===== config.mk =====
export PLATFORM = sky130hd
export DESIGN_NAME = piso_shift_reader
export DESIGN_NICKNAME = d
export VERILOG_FILES = /design/src/rtl/piso_shift_reader.sv
export SDC_FILE = /design/constraint.sdc
export NUM_CORES = 1
export LEC_CHECK = 0
export CAP_MARGIN = 40
export CORE_MARGIN = 3
export CORE_UTILIZATION = 50
export CTS_BUF_LIST = sky130_fd_sc_hd__clkbuf_8
export DETAILED_ROUTE_END_ITERATION = 16
export GPL_ROUTABILITY_DRIVEN = 0
export PLACE_DENSITY = 0.79
export SYNTH_ARGS = -nofsm -noshare
export SYNTH_HDL_FRONTEND = slang
export SYNTH_SLANG_ARGS = --single-unit

===== constraint.sdc =====
create_clock -name clk -period 4 [get_ports clk]
set_input_delay 1 -clock clk [delete_from_list [all_inputs] [get_ports clk]]
set_output_delay 1 -clock clk [all_outputs]
set_load 0.02 [all_outputs]

===== src/rtl/piso_shift_reader.sv =====
// piso_shift_reader: loads a parallel word on a w strobe and streams it out
// LSB first over a valid/ready handshake, then pulses done for one cycle.
//
// state | meaning
// IDLE  | waiting for w; q and valid low, busy low
// SHIFT | q/valid present sreg[0]; each accepted bit shifts the word right
// DONE  | one-cycle done pulse after the final bit, then back to IDLE
module piso_shift_reader #(
  parameter int WIDTH = 8
) (
  input  logic             clk,
  input  logic             reset,
  input  logic [WIDTH-1:0] d,
  input  logic             w,
  input  logic             ready,
  output logic             q,
  output logic             valid,
  output logic             busy,
  output logic             done
);

  localparam int CW = $clog2(WIDTH) + 1;
  localparam logic [CW-1:0] LAST = CW'(WIDTH - 1);

  typedef enum logic [1:0] {
    IDLE  = 2'd0,
    SHIFT = 2'd1,
    DONE  = 2'd2
  } state_t;

  state_t           state;
  state_t           state_nxt;
  logic [WIDTH-1:0] sreg;
  logic [CW-1:0]    cnt;
  logic             load;
  logic             accept;

  // State register; reset aborts any transfer without a done pulse.
  always_ff @(posedge clk or posedge reset) begin
    if (reset) begin
      state <= IDLE;
    end else begin
      state <= state_nxt;
    end
  end

  // Next-state and outputs; outputs decode only registered state, so q has
  // no combinational path from d.
  always_comb begin
    state_nxt = state;
    load      = 1'b0;
    accept    = 1'b0;
    q         = 1'b0;
    valid     = 1'b0;
    busy      = 1'b1;
    done      = 1'b0;
    case (state)
      IDLE: begin
        busy = 1'b0;
        // A load in IDLE never consumes a bit, even with ready high.
        if (w) begin
          load      = 1'b1;
          state_nxt = SHIFT;
        end
      end
      SHIFT: begin
        valid = 1'b1;
        q     = sreg[0];
        if (ready) begin
          accept = 1'b1;
          if (cnt == LAST) begin
            state_nxt = DONE;
          end
        end
      end
      DONE: begin
        done      = 1'b1;
        state_nxt = IDLE;
      end
      default: begin
        busy      = 1'b0;
        state_nxt = IDLE;
      end
    endcase
  end

  // Shift register and bit counter; both hold when nothing is loaded or accepted.
  always_ff @(posedge clk or posedge reset) begin
    if (reset) begin
      sreg <= '0;
      cnt  <= '0;
    end else if (load) begin
      sreg <= d;
      cnt  <= '0;
    end else if (accept) begin
      sreg <= sreg >> 1;
      cnt  <= cnt + CW'(1);
    end
  end

endmodule

# == Yosys cells after proc, flatten, opt, wreduce, memory -nomap -nowiden ==
# Cells that the tools add are included.
# word_totals
word_cells,30
register_bits,14
# op_classes
eq_ne,6
add_sub_neg,1
n_reduce_logical,4
n_mux,16
# ops
operator,count
2-to-1 mux 8 bit,2
2-to-1 mux 1 bit,8
2-to-1 mux 4 bit,2
2-to-1 mux 2 bit,3
"inequality test 2 bit, second input constant",3
"adder 4 x 1 -> 4 bit, second input constant",1
"== test 4 x 3 -> 1 bit, second input constant",1
case mux 2 bit (2 select lines),1
AND reduction 3 bit,1
"== test 2 x 1 -> 1 bit, second input constant",1
"== test 2 bit, second input constant",1
logical NOT 2 bit,1
nonzero test 2 bit,1
OR reduction 2 bit,1

# == Depth between registers and ports, before layout ==
# depth
depth_word,4
depth_mapped,6
depth_no_buf,5

# == Least setup slack after synthesis ==
# Ideal clock, no wire load.
# synth_path
path_type,register to output
from,register state[1]
to,output port q
path_stages_with_launch,4
setup_slack_ns,1.883
t_arrival_ns,1.117
required_time_ns,3.000
path_cell_list,dfrtp_1 > inv_1 > ha_1 > and2_1
# synth_between
elab_chain_len,2
# synth_rtl
item,line_no,text
from (decl),31,state_t state;
from (signal assigned),43,state <= state_nxt;
== test 2 x 1 -> 1 bit,57,case (state)
2-to-1 mux 1 bit,57,
to (decl),16,"output logic q,"
# No other way between the ends.

# == Worst setup path after layout ==
# Ends and elaborated chain as after synthesis.

==> Implementation_results.wiki <==
{| class="wikitable"
! Metric !! Value
|-
| Routed length on met1 || 588 um
|-
| Part of the total power dissipated in sequential elements || 0.371
|-
| Clock-pin slew on the worst setup and hold paths || 0.05 ns
|-
| Number of nets with antenna violations after routing || 0
|-
| Final Hold Vio Count || 0
|-
| Routed wire length on met3 || 43 um
|-
| Setup TNS || 0 ns
|-
| CTS sink cnt || 14
|-
| Number of setup violations in the final report || 0
|-
| Worst setup path category || flop to primary output
|-
| Actual slew at the worst max-slew pin || 0.615 ns
|-
| Wirelength, routed || 1270 um
|-
| Share of the core filled with cells in the final layout || 0.698
|-
| Via count of the first global-routing pass || 530
|-
| Req. time, crit path || 3.00 ns
|-
| Cell type contributing the most total cell area after synthesis || dfrtp_1
|-
| Die ar. || 0.00194 mm^2
|-
| Final worst path period share || 0.699
|-
| Maximum vdd drop || 0.000507 V
|-
| Area delta synth->final || 28.9%
|-
| Netlist cell types || 18
|-
| Fraction of layout instances using a drive strength above 1 || 0.0814
|-
| Overall global routing resource usage || 0.172
|-
| Highest fanout seen on the critical path || 6
|-
| Multi-input gate area in the final layout || 345 um^2
|-
| Sw Pwr || 0.226 mW
|-
| Async set-or-reset flop fraction in the synthesized netlist || 1.00
|-
| Post-route standard cell area excluding fillers || 931 um^2
|-
| XOR/XNOR Fraction of Synth Area || 0.0243
|-
| Adder-Cell Fraction of Synth Area || 0.104
|-
| Total cell area at the placement stage || 876 um^2
|-
| Main flop type after synthesis || dfrtp_1
|-
| Start point of the critical path || state[1]
|-
| Sequential area share after synthesis || 0.485
|-
| Number of port buffers || 15
|-
| Time the worst path needs with I/O delays and setup || 2.80 ns
|-
| Endpoint of the worst register-to-register path || cnt[3]
|-
| Pwr dens || 693 mW/mm^2
|-
| Number of DRC violations after detailed routing || 0
|-
| Internal Pwr Total || 0.419 mW
|-
| Number of instances resized during post-cts repair || 0
|-
| Via density || 5.27
|-
| Chip Width || 44 um
|-
| Initial cell density of the core || 0.541
|-
| Syn Nets || 88
|-
| Clock root buffer || clkbuf_8
|-
| Post-synthesis average cell area || 10.3 um^2
|-
| Final total power || 0.645 mW
|-
| Worst Setup EP || q
|-
| CTS Buf Count || 3
|-
| Deepest clock path buffer count || 2
|-
| Antenna violations before repair || 0
|-
| Nets || 105
|-
| Post-synth EDFFs || 0
|-
| Lkg Pwr || 0.450 nW
|-
| Layout fillers || 105
|-
| Final Max Slew Viols || 0
|-
| Sw Ratio || 0.350
|-
| Top cells by area in the synthesized netlist || dfrtp_1 49%, ha_1 10%, mux2i_1 9.7%
|-
| CTS Hold Buffers Added || 0
|-
| Number of top-level pins || 16
|-
| Multiplexer share of the synthesized area || 0.128
|-
| Global-route wire length before repair || 2390 um
|-
| Latest clock arrival within the worst-skew pair || 0.24 ns
|-
| TritonCTS clock tree || yes
|-
| Logic pwr share || 0.423
|-
| Combinational family with the most area after synthesis || simple AND/OR/NAND/NOR gates
|-
| Data arrival time of the critical path || 1.80 ns
|-
| First-iteration detailed-routing DRC count || 11
|-
| Total number of vias || 532
|-
| Sum of met2 wire segment lengths after detailed routing || 619 um
|-
| Status || finished clean
|-
| Compound-Gate Fraction of Synth Area || 0.0832
|-
| Maximum number of pins on one net before global-route repair || 21
|-
| Mapped cell area || 722 um^2
|-
| Detailed Place HPWL || 953 um
|-
| Worst min path class || flop to flop
|-
| Post-synthesis simple-gate area fraction || 0.139
|-
| Reg2reg setup slack || 2.30 ns
|-
| Kind of end point of the critical path || primary output
|-
| Number of cells produced by synthesis || 70
|-
| Max Cap Violations || 0
|-
| Combined flip-flop and latch cell area || 350 um^2
|-
| Normalized max-slew margin || 0.590
|-
| Standard cell core area || 0.00133 mm^2
|-
| Top Layer Used || met4
|-
| Worst Setup Start Kind || flop
|-
| Post-synthesis sequential element count || 14
|-
| Ys Warns || 0
|-
| Row cnt || 13
|-
| Detailed-route wire length per cell || 12.6 um
|-
| Setup fix buffers added after clock tree synthesis || 0
|-
| CTS HTree Levels || 1
|-
| Clock network fraction of design power || 0.205
|-
| Overflow left after global routing || 0
|-
| Floorplan die height || 44 um
|-
| Clock skew || 0.00222 ns
|-
| Unrepaired setup endpoints after global routing || false
|-
| Pre-Repair DR Iteration Count || 2
|-
| R2R depth || 5
|-
| Synth top area share || 0.485
|-
| Startpoint of the most critical register-to-register path || state[1]
|-
| Max Clk Rate || 0.358 GHz
|-
| Diode insertion count for antenna repair || 0
|}
[critical path, cell delays in order (launching register included)]
cell,delay (ns)
dfrtp_1,0.39
inv_1,0.12
ha_1,0.29
and2_1,0.16
clkdlybuf4s50_1,0.59
[registers in the layout, summed over array words and instances (netlist names)]
register / cells
state: 2
cnt: 4
sreg: 8
[synth_stat cells, drive strengths merged (2+ instances only)]
cell	count
nor2	2
clkbuf	2
mux2	2
mux2i	7
nand3	3
dfrtp	14
nand2	11
xor2	2
ha	6
o21ai	9
a21oi	3
and2	2
inv	3
[area by class of cell]
cell class                 count  share of cell area
clock buffer                   4              0.0591
inverter                       3              0.0121
multi-input combinational     50               0.371
tap                           15              0.0202
timing repair buffer          15               0.161
sequential                    14               0.376
[worst min path at each step]
stage | endpoint | cells after the start | startpoint
5_1_grt | sreg[7] | 2 | sreg[7]
4_1_cts | state[1] | 1 | state[1]
2_1_floorplan | sreg[7] | 2 | sreg[7]
3_5_place_dp | state[1] | 1 | state[1]
3_3_place_gp | state[1] | 1 | state[1]
6_report | state[1] | 1 | state[1]
[cell families (layout without fill, tap and decap cells)]
kind of cell | Yosys count | in the layout
compound gates | 12 | 12
xor+xnor | 2 | 2
fa+ha+maj | 6 | 6
buf+inv | 6 | 22
flops | 14 | 14
mux | 9 | 9
simple gates | 21 | 21
[cell usage in the layout, fill, tap and decap left out]
cell	netlist	final
inv_1	3	3
or3_1	1	1
ha_1	6	6
nand3_1	3	3
xor2_1	2	2
nor2b_1	1	1
nand2_1	10	10
mux2i_1	7	7
dfrtp_1	14	14
nor2_1	2	2
nand4b_1	1	1
mux2_2	2	2
nand2_2	1	1
clkdlybuf4s50_1	0	15
o21ai_0	9	9
and2_1	2	2
clkbuf_8	0	4
a21oi_1	3	3
[layer usage]
layer	up-vias	track usage
li1	268	-
met4	0	0.0904
met5	-	0
met3	2	0.0373
met1	253	0.217
met2	9	0.276
[metrics by stage]
step                setup slack, ns  hold slack [ns]  std cells
floorplan                      1.88            0.502         70
global placement               1.50            0.518         97
detailed placement             1.46            0.534         97
CTS                            1.19            0.546        101
global route                   1.08            0.586        101
finish                         1.20            0.540        101
[power groups by stage]
stage / sequential [mW] / combinational [mW] / clock [mW]
2_1_floorplan: 0.231 / 0.200 / 0
3_3_place_gp: 0.237 / 0.266 / 0
3_5_place_dp: 0.242 / 0.276 / 0
4_1_cts: 0.240 / 0.278 / 0.135
5_1_grt: 0.250 / 0.312 / 0.144
6_report: 0.239 / 0.273 / 0.132
Note: power is estimated with default switching activity, not from simulation.
